## config.mk

```make
export PLATFORM = sky130hd
export DESIGN_NAME = rtc_write_sequencer
export DESIGN_NICKNAME = d
export VERILOG_FILES = /design/src/rtl/rtc_write_sequencer.sv
export SDC_FILE = /design/constraint.sdc
export NUM_CORES = 1
export LEC_CHECK = 0
export CAP_MARGIN = 0
export CORE_ASPECT_RATIO = 0.75
export CORE_MARGIN = 2
export CORE_UTILIZATION = 43
export CTS_CLUSTER_DIAMETER = 200
export DETAILED_ROUTE_END_ITERATION = 10
export GPL_ROUTABILITY_DRIVEN = 0
export GPL_TIMING_DRIVEN = 1
export PLACE_DENSITY_LB_ADDON = 0.2
export SKIP_LAST_GASP = 1
export SLEW_MARGIN = 15
export SYNTH_ARGS = -nofsm -noshare
export SYNTH_HDL_FRONTEND = slang
export SYNTH_SLANG_ARGS = --single-unit
export TNS_END_PERCENT = 20
```

## constraint.sdc

```tcl
create_clock -name clk -period 4.1 [get_ports clk]
set_clock_uncertainty 0.1 [all_clocks]
set_input_delay 0.82 -clock clk [delete_from_list [all_inputs] [get_ports clk]]
set_output_delay 0.82 -clock clk [all_outputs]
set_load 0.01 [all_outputs]
```

## src/rtl/rtc_write_sequencer.sv

```systemverilog
// rtc_write_sequencer
//
// Walks a run-time list of address/data slots and hands each enabled slot to
// the bus-timing engine through its addr/data/step handshake, then issues a
// final transfer command. Init mode writes INIT_VALUE to every listed slot,
// regardless of the mask.
//
// Ports
//   clk, reset             : clock, synchronous active-high reset
//   start, init_start      : begin masked write / init sequence (IDLE only;
//                            init_start wins when both are high)
//   abort                  : cancel the run in progress
//   field_mask             : per-slot enable, captured on start
//   field_addr, field_data : flattened slot addresses / data
//                            (slot i is [i*DATA_W +: DATA_W])
//   cmd_addr, cmd_data     : transfer command issued after the slots
//   addr_phase, data_phase,
//   step_done              : handshake from the bus-timing engine
//   bus_byte               : byte presented to the bus engine
//   wr_en                  : write-item enable toward the bus engine
//   busy / term            : running / idle (always complementary)
//   done                   : one-cycle pulse on normal completion
//   timeout_err            : sticky item-timeout flag, cleared by next start
module rtc_write_sequencer #(
    parameter int DATA_W      = 8,
    parameter int N_FIELDS    = 9,
    parameter int INIT_VALUE  = 0,
    parameter int TIMEOUT_CYC = 1024
) (
    input  logic                         clk,
    input  logic                         reset,
    input  logic                         start,
    input  logic                         init_start,
    input  logic                         abort,
    input  logic [N_FIELDS-1:0]          field_mask,
    input  logic [N_FIELDS*DATA_W-1:0]   field_addr,
    input  logic [N_FIELDS*DATA_W-1:0]   field_data,
    input  logic [DATA_W-1:0]            cmd_addr,
    input  logic [DATA_W-1:0]            cmd_data,
    input  logic                         addr_phase,
    input  logic                         data_phase,
    input  logic                         step_done,
    output logic [DATA_W-1:0]            bus_byte,
    output logic                         wr_en,
    output logic                         busy,
    output logic                         term,
    output logic                         done,
    output logic                         timeout_err
);

    localparam int IDX_W = $clog2(N_FIELDS + 1);
    localparam int TC_W  = (TIMEOUT_CYC > 1) ? $clog2(TIMEOUT_CYC) : 1;
    localparam logic [IDX_W-1:0]  IDX_LAST  = IDX_W'(N_FIELDS);
    localparam logic [TC_W-1:0]   TC_LAST   = TC_W'(TIMEOUT_CYC - 1);
    localparam logic [DATA_W-1:0] INIT_BYTE = DATA_W'(INIT_VALUE);

    typedef enum logic [2:0] {
        S_IDLE, S_SCAN, S_WRITE, S_GAP, S_CMD, S_FINISH
    } state_t;

    state_t              state_reg, state_next;
    logic [IDX_W-1:0]    idx_reg, idx_next;
    logic                init_reg, init_next;
    logic [N_FIELDS-1:0] mask_reg, mask_next;
    logic                wrote_reg, wrote_next;
    logic [TC_W-1:0]     tcnt_reg, tcnt_next;
    logic [DATA_W-1:0]   bus_byte_reg, bus_byte_next;
    logic                wr_en_reg, wr_en_next;
    logic                busy_reg, busy_next;
    logic                term_reg, term_next;
    logic                done_reg, done_next;
    logic                terr_reg, terr_next;

    // Slot tables carry one extra zero entry so that any index value,
    // including the saturated N_FIELDS, selects a defined element.
    logic [DATA_W-1:0] addr_arr [N_FIELDS+1];
    logic [DATA_W-1:0] data_arr [N_FIELDS+1];
    logic [N_FIELDS:0] mask_ext;

    genvar gi;
    generate
        for (gi = 0; gi < N_FIELDS; gi++) begin : g_slot
            assign addr_arr[gi] = field_addr[gi*DATA_W +: DATA_W];
            assign data_arr[gi] = field_data[gi*DATA_W +: DATA_W];
        end
    endgenerate
    assign addr_arr[N_FIELDS] = '0;
    assign data_arr[N_FIELDS] = '0;
    assign mask_ext           = {1'b0, mask_reg};

    // WRITE and CMD share one handshake; only the byte source differs.
    logic [DATA_W-1:0] sel_addr, sel_data;
    logic              step_eff;

    assign sel_addr = (state_reg == S_CMD) ? cmd_addr : addr_arr[idx_reg];
    assign sel_data = (state_reg == S_CMD) ? cmd_data :
                      (init_reg ? INIT_BYTE : data_arr[idx_reg]);
    // A step_done coinciding with a phase is dropped, so it cannot rescue
    // an item from timing out either.
    assign step_eff = step_done & ~addr_phase & ~data_phase;

    always_comb begin
        state_next    = state_reg;
        idx_next      = idx_reg;
        init_next     = init_reg;
        mask_next     = mask_reg;
        wrote_next    = wrote_reg;
        tcnt_next     = tcnt_reg;
        bus_byte_next = bus_byte_reg;
        wr_en_next    = wr_en_reg;
        done_next     = 1'b0;
        terr_next     = terr_reg;

        if (abort && (state_reg != S_IDLE)) begin
            state_next = S_IDLE;
            wr_en_next = 1'b0;
        end else begin
            unique case (state_reg)
                S_IDLE: begin
                    if (init_start) begin
                        state_next = S_SCAN;
                        init_next  = 1'b1;
                        idx_next   = '0;
                        wrote_next = 1'b0;
                        terr_next  = 1'b0;
                    end else if (start) begin
                        state_next = S_SCAN;
                        init_next  = 1'b0;
                        mask_next  = field_mask;
                        idx_next   = '0;
                        wrote_next = 1'b0;
                        terr_next  = 1'b0;
                    end
                end
                S_SCAN: begin
                    if (idx_reg == IDX_LAST) begin
                        if (wrote_reg || init_reg) begin
                            state_next = S_CMD;
                            wr_en_next = 1'b1;
                            tcnt_next  = '0;
                        end else begin
                            state_next = S_FINISH;
                        end
                    end else if (mask_ext[idx_reg] || init_reg) begin
                        state_next = S_WRITE;
                        wr_en_next = 1'b1;
                        tcnt_next  = '0;
                        wrote_next = 1'b1;
                    end else begin
                        idx_next = idx_reg + IDX_W'(1);
                    end
                end
                S_WRITE, S_CMD: begin
                    tcnt_next = tcnt_reg + TC_W'(1);
                    if ((tcnt_reg == TC_LAST) && !step_eff) begin
                        terr_next  = 1'b1;
                        wr_en_next = 1'b0;
                        state_next = S_IDLE;
                    end else if (addr_phase) begin
                        bus_byte_next = sel_addr;
                    end else if (data_phase) begin
                        bus_byte_next = sel_data;
                    end else if (step_done) begin
                        wr_en_next = 1'b0;
                        if (state_reg == S_CMD) begin
                            state_next = S_FINISH;
                        end else begin
                            state_next = S_GAP;
                            if (idx_reg != IDX_LAST) begin
                                idx_next = idx_reg + IDX_W'(1);
                            end
                        end
                    end
                end
                S_GAP: begin
                    state_next = S_SCAN;
                end
                S_FINISH: begin
                    state_next = S_IDLE;
                    done_next  = 1'b1;
                end
                default: begin
                    state_next = S_IDLE;
                end
            endcase
        end

        // busy/term are registered copies of "next state is not IDLE".
        busy_next = (state_next != S_IDLE);
        term_next = ~busy_next;
    end

    always_ff @(posedge clk) begin
        if (reset) begin
            state_reg    <= S_IDLE;
            idx_reg      <= '0;
            init_reg     <= 1'b0;
            mask_reg     <= '0;
            wrote_reg    <= 1'b0;
            tcnt_reg     <= '0;
            bus_byte_reg <= '0;
            wr_en_reg    <= 1'b0;
            busy_reg     <= 1'b0;
            term_reg     <= 1'b1;
            done_reg     <= 1'b0;
            terr_reg     <= 1'b0;
        end else begin
            state_reg    <= state_next;
            idx_reg      <= idx_next;
            init_reg     <= init_next;
            mask_reg     <= mask_next;
            wrote_reg    <= wrote_next;
            tcnt_reg     <= tcnt_next;
            bus_byte_reg <= bus_byte_next;
            wr_en_reg    <= wr_en_next;
            busy_reg     <= busy_next;
            term_reg     <= term_next;
            done_reg     <= done_next;
            terr_reg     <= terr_next;
        end
    end

    assign bus_byte    = bus_byte_reg;
    assign wr_en       = wr_en_reg;
    assign busy        = busy_reg;
    assign term        = term_reg;
    assign done        = done_reg;
    assign timeout_err = terr_reg;

endmodule

```

==> results of run 1 <==
-- worst max-delay path by stage --
| stage | startpoint | depth (start not counted) | endpoint | slack, ns |
|---|---|---|---|---|
| global placement | data_phase | 6 | idx_reg[3] | 1.12 |
| detailed placement | data_phase | 6 | idx_reg[3] | 1.09 |
| CTS | idx_reg[2] | 5 | tcnt_reg[8] | 1.25 |
| global route | idx_reg[2] | 5 | tcnt_reg[8] | 1.08 |
| floorplan | idx_reg[1] | 9 | idx_reg[3] | 1.47 |
| finish | idx_reg[2] | 5 | tcnt_reg[8] | 1.23 |
-- report_power, final --
part	total (mW)	internal (mW)	switching (mW)
logic	0.532	0.330	0.203
registers	0.469	0.424	0.0456
clock network	0.265	0.118	0.148
-- metrics by stage --
step | area, um2 | instances | utilization, % | hold slack (ns) | setup WS (ns)
after floorplan | 3440 | 369 | - | 0.350 | 1.47
after global placement | 5340 | 638 | 68.4 | 0.364 | 1.12
after detailed placement | 5340 | 638 | 68.4 | 0.367 | 1.09
after CTS | 5430 | 646 | 69.5 | 0.378 | 1.25
after global routing | 5430 | 646 | 69.5 | 0.409 | 1.08
final | 5430 | 646 | 69.5 | 0.377 | 1.23
-- cell families after synthesis --
kind of cell               synth area share [%]
muxes                                      25.4
buffers and inverters                      6.08
AOI/OAI and AO/OA                          26.1
xor gates and xnor gates                  0.255
adders and majority gates                  1.38
and+or+nand+nor                            17.0
DFF                                        23.9
-- routing by layer --
metal / up-vias / routed length (um) / global-route usage [%]
li1: 1785 / - / -
met1: 1803 / 4990 / 36.8
met2: 210 / 5910 / 42.7
met3: 26 / 1110 / 7.38
met4: 0 / 297 / 8.57
met5: - / 0 / 0
-- area by class of cell --
| type | count | area share [%] |
|---|---|---|
| Clock buffer | 5 | 1.27 |
| Clock inverter | 3 | 0.323 |
| Inverter | 14 | 0.968 |
| Multi-Input combinational cell | 284 | 44.4 |
| Sequential cell | 41 | 15.1 |
| Tap cell | 105 | 2.42 |
| Timing Repair Buffer | 194 | 35.5 |
-- layout by cell type (no fill, tap or decap), types with 3 or more instances in the layout --
master	synthesis	final
inv_1	13	13
nand3_1	8	8
and4b_1	8	8
nand2b_1	4	4
a211oi_1	4	4
mux2i_1	13	13
a22oi_1	10	10
buf_4	3	5
nor3b_1	3	3
a31oi_1	3	3
clkbuf_8	0	5
nand2_1	21	21
nor2b_1	5	5
a21o_1	9	9
and2_1	3	3
o21ai_0	31	31
dfxtp_1	41	40
nor2_1	15	15
o221ai_1	8	8
a21oi_1	46	46
clkdlybuf4s50_1	0	189
or2_2	5	5
nor3_1	6	6
o21a_1	9	9
mux4_2	33	33
ha_1	3	3
-- worst max-delay path, cell delays in order (launching register included) --
cell and delay [ns]:
dfxtp_1 1.01, and3b_1 0.33, a221o_1 0.37, a22oi_1 0.42
nor2_1 0.08, a2111oi_1 0.43
==> metrics.csv, run 1 <==
stage,metric,value,unit
yosys,share of flip-flops with an asynchronous set or reset,0,%
timing,RSZ-0062 raised after global routing,false,
yosys,top cell type's share of synthesized area,23.9,%
power,Final Power,1.27,mW
timing,Pins Over Slew Limit,0,
clock_tree,clk sinks,41,
detailed_routing,DRT iter0 DRCs,310,
final_layout,fraction of layout cells with a size suffix above 1,11.6,%
yosys,"Avg Cell Area, Syn",9.32,um2
critical_path,Worst R2R End,tcnt_reg[8],
critical_path,CP max FO,27,
clock_tree,post-CTS sizing,0,
placement,number of port buffers,189,
detailed_routing,DRT Pass-1 Iters,5,
clock_tree,TritonCTS buffer count,5,
critical_path,kind of critical path,reg2reg,
hold_path,Min-Delay Path Depth,2,
timing,total negative setup slack,0,ns
global_routing,largest net degree at the start of global routing,28,
timing,Worst slew margin,30.8,%
critical_path,Worst R2R Start,idx_reg[2],
yosys,most frequent cells after synthesis,"a21oi_1, dfxtp_1, mux4_2",
detailed_routing,number of routed nets with antenna violations,0,
detailed_routing,final WL,12300,um
floorplan,Starting Density,44.0,%
yosys,"Seq/Total Area, Yosys",23.9,%
yosys,most frequent cell after synthesis,a21oi_1,
floorplan,die area,8730,um2
yosys,Syn Nets,549,
floorplan,Rows,28,
outcome,outcome,completed,
hold_path,startpoint of the worst hold path,mask_reg[1],
critical_path,R2R Setup Slk,1.23,ns
detailed_routing,via count,3824,
global_routing,vias in the first global route,3684,
yosys,ranking of synthesized cells by area,"dfxtp_1, mux4_2, a21oi_1, o21ai_0, mux2i_1",
power,power per cell area,233,nW/um2
clock_tree,"CTS clk-pin slew, worst paths",0.08,ns
critical_path,CP Capture Type,flip-flop,
timing,crit path time final,2.87,ns
critical_path,reg2reg path depth,5,
yosys,leading area contributor after synthesis,dfxtp_1,
clock_tree,CTS tree,done,
critical_path,Crit path arrival time,2.94,ns
clock_tree,Post-CTS Setup Bufs,0,
hold_path,Min-Delay Path Class,reg2reg,
clock_tree,clock latency on the worst-skew pair,0.30,ns
detailed_routing,wire per inst,19.0,um
timing,period utilization,70.1,%
clock_tree,H-tree depth,2,
timing,setup violators final,0,
clock_tree,CTS max path bufs,2,
global_routing,GRT overflow,0,
global_routing,antenna violations before repair,0,
detailed_routing,vias per inst,5.92,
critical_path,Crit path required time,4.16,ns
final_layout,Final #Nets,720,
timing,highest clock rate,348,MHz
floorplan,total I/O pin count,190,
final_layout,Reg area,822,um2
final_layout,max reg flops,10,
yosys,Synth Instances,369,
yosys,Post-synth EDFFs,0,
yosys,synthesis-stage register bit count,41,
floorplan,die height,81.4,um
yosys,yosys warns,0,
global_routing,global-route wire length before repair,18300,um
global_routing,gr usage total,27.2,%
timing,final hold vios,0,
job,Max-Cap Viols,0,
final_layout,Antenna diodes,0,
placement,dpl hpwl,10100,um
power,leakage,1.87,nW
timing,worst slew pin tran,1.04,ns
final_layout,area grow syn2layout,57.9,%
final_layout,area of the multi-input gates,2410,um2
floorplan,die width,107,um
floorplan,core area,7810,um2
power,worst vdd ir,0.146,mV
yosys,"Top FF cell, synth",dfxtp_1,
yosys,Yosys cell types,59,
clock_tree,Root Buffer Master,clkbuf_8,
clock_tree,# hold bufs at CTS,0,
yosys,Post-Syn Area,3440,um2
critical_path,Worst Setup Start Kind,flip-flop,
final_layout,Filler Cell Count,615,
detailed_routing,# DRC,0,
hold_path,Worst Hold End,mask_reg[1],
No activity file was read; power rests on OpenSTA's default activity.
==> inputs of run 2 (changes only) <==
--- a/config.mk
+++ b/config.mk
@@ -8,7 +8,7 @@
 export CAP_MARGIN = 0
 export CORE_ASPECT_RATIO = 0.75
 export CORE_MARGIN = 2
-export CORE_UTILIZATION = 43
+export CORE_UTILIZATION = 40
 export CTS_CLUSTER_DIAMETER = 200
 export DETAILED_ROUTE_END_ITERATION = 10
 export GPL_ROUTABILITY_DRIVEN = 0
==> constraint.sdc (replaced) <==
create_clock -name clk -period 2.9 [get_ports clk]
set_clock_uncertainty 0.1 [all_clocks]
set_input_delay 0.58 -clock clk [delete_from_list [all_inputs] [get_ports clk]]
set_output_delay 0.58 -clock clk [all_outputs]
set_load 0.01 [all_outputs]
==> run 2 against run 1 <==
Net effect:
- first-iteration DRC count decreased by 5.2%
- combinational power grew 47%
- non-clock buffer count up 8
- critical path type unchanged
==> metrics.csv, run 2 (synthesis results as in run 1) <==
stage,metric,value,unit,change
power,leakage,1.94,nW,+3.6%
power,worst vdd ir,0.318,mV,+120%
power,combinational cell fraction of total power,39.7,%,-2.3 points
clock_tree,post-CTS sizing,0,,unchanged
power,clock network power share,27.5,%,+6.6 points
global_routing,global-route wire length before repair,19000,um,+3.8%
final_layout,Final #Nets,728,,+1.1%
power,Psw,0.575,mW,+45%
detailed_routing,via count,3850,,+0.68%
timing,worst slew pin tran,0.874,ns,-0.162 ns
timing,period utilization,87.6,%,+18 points
final_layout,fraction of layout cells with a size suffix above 1,12.9,%,+1.3 points
power,Cell Int Power,1.39,mW,+60%
floorplan,total I/O pin count,190,,unchanged
final_layout,area of the multi-input gates,2410,um2,unchanged
placement,number of port buffers,189,,unchanged
floorplan,Starting Density,40.8,%,-3.2 points
global_routing,antenna violations before repair,0,,unchanged
critical_path,CP Capture Type,flip-flop,,
final_layout,most frequent cells in the layout,"clkdlybuf4s50_1, a21oi_1, dfxtp_1",,
clock_tree,clk sinks,41,,unchanged
power,Seq pwr share,32.9,%,-4.1 points
timing,RSZ-0062 raised after global routing,false,,
detailed_routing,# DRC,0,,unchanged
critical_path,Crit path required time,3.00,ns,-1.16 ns
clock_tree,CTS tree,done,,
critical_path,CP max FO,10,,-63%
detailed_routing,wire per inst,18.7,um,-2.0%
detailed_routing,number of routed nets with antenna violations,0,,unchanged
placement,dpl hpwl,10200,um,+1.3%
hold_path,Min-Delay Path Depth,2,,unchanged
clock_tree,Root Buffer Master,clkbuf_16,,
detailed_routing,final WL,12300,um,-0.33%
power,power per cell area,355,nW/um2,+52%
clock_tree,# hold bufs at CTS,0,,unchanged
clock_tree,Post-CTS Setup Bufs,0,,unchanged
floorplan,core area,8420,um2,+7.8%
final_layout,area grow syn2layout,61.4,%,
final_layout,"most common cell after layout, fill and taps aside",clkdlybuf4s50_1,,
global_routing,gr usage total,25.4,%,-1.8 points
timing,total negative setup slack,0,ns,unchanged
job,Max-Cap Viols,0,,unchanged
timing,Worst slew margin,41.5,%,+11 points
timing,setup violators final,0,,unchanged
critical_path,reg2reg path depth,7,,+2
global_routing,vias in the first global route,3750,,+1.8%
hold_path,Min-Delay Path Class,reg2reg,,
final_layout,Reg area,822,um2,unchanged
power,switching portion of total power,29.2,%,-2.0 points
clock_tree,TritonCTS buffer count,5,,unchanged
floorplan,die width,111,um,+3.5%
global_routing,GRT overflow,0,,unchanged
clock_tree,H-tree depth,2,,unchanged
final_layout,max reg flops,10,,unchanged
final_layout,Antenna diodes,0,,unchanged
detailed_routing,vias per inst,5.86,,-1.0%
timing,Pins Over Slew Limit,0,,unchanged
critical_path,kind of critical path,reg2reg,,
critical_path,Worst Setup Start Kind,flip-flop,,
final_layout,Final Util,65.9,%,-3.6 points
detailed_routing,DRT Pass-1 Iters,5,,unchanged
outcome,outcome,completed,,
timing,final hold vios,0,,unchanged
floorplan,die height,84.3,um,+3.5%
final_layout,Filler Cell Count,733,,+19%
power,Final Power,1.97,mW,+55%
global_routing,largest net degree at the start of global routing,19,,-32%
timing,crit path time final,2.54,ns,-0.331 ns
clock_tree,clock latency on the worst-skew pair,0.28,ns,-0.02 ns
detailed_routing,DRT iter0 DRCs,294,,-5.2%
critical_path,Crit path arrival time,2.64,ns,-0.30 ns
clock_tree,CTS max path bufs,2,,unchanged
floorplan,Rows,29,,+3.6%
clock_tree,"CTS clk-pin slew, worst paths",0.06,ns,-0.02 ns
floorplan,die area,9360,um2,+7.2%
timing,highest clock rate,393,MHz,+13%
-- run 2: changes by cell type in the layout (fill, tap and decap cells not counted), sizes merged --
cell,delta
buf,+8
-- run 2: stage by stage --
stage	cells	setup WS, ns	instance area [um2]	hold WS [ns]
2_1_floorplan	369	0.268	3440	0.350
3_3_place_gp	649	0.318	5410	0.366
3_5_place_dp	649	0.282	5410	0.368
4_1_cts	657	0.364	5550	0.377
5_1_grt	657	0.0894	5550	0.392
6_report	657	0.359	5550	0.376
-- run 2: critical path: stages (launching register included) --
cell and delay [ns]:
dfxtp_1 0.49, inv_2 0.20, ha_1 0.25, and3b_1 0.24, a221o_1 0.36, a221oi_2 0.51, nor2_1 0.08, a211oi_1 0.23
-- run 2: path summary, 6_finish.rpt --
path | start | endpoint | slack, ns
worst min-delay path | mask_reg[4] | mask_reg[4] | 0.38
worst max register to register | idx_reg[1] | tcnt_reg[0] | 0.36
worst min register to register | mask_reg[4] | mask_reg[4] | 0.38
worst max-delay path | idx_reg[1] | tcnt_reg[0] | 0.36
-- run 2: power by group through the flow --
| stage | combinational (mW) | sequential [mW] | clock (mW) |
|---|---|---|---|
| 6_report | 0.781 | 0.647 | 0.540 |
| 4_1_cts | 0.777 | 0.646 | 0.546 |
| 5_1_grt | 0.837 | 0.652 | 0.575 |
| 3_3_place_gp | 0.762 | 0.656 | 0 |
| 2_1_floorplan | 0.434 | 0.637 | 0 |
| 3_5_place_dp | 0.774 | 0.658 | 0 |
-- run 2: per-layer routing --
layer,GRT usage [%],up-vias,wire length [um]
met5,0,-,0
li1,-,1807,-
met4,6.51,0,188
met1,34.8,1848,5280
met3,6.14,17,1000
met2,40.9,178,5800
-- run 2: cell type report --
cell class	instances	area share, %
repair buffers	202	35.8
multi-input cells	284	43.4
clock buffers	5	2.25
clock inverters	3	0.316
well taps	108	2.43
inverters	14	0.947
flip-flops and latches	41	14.8
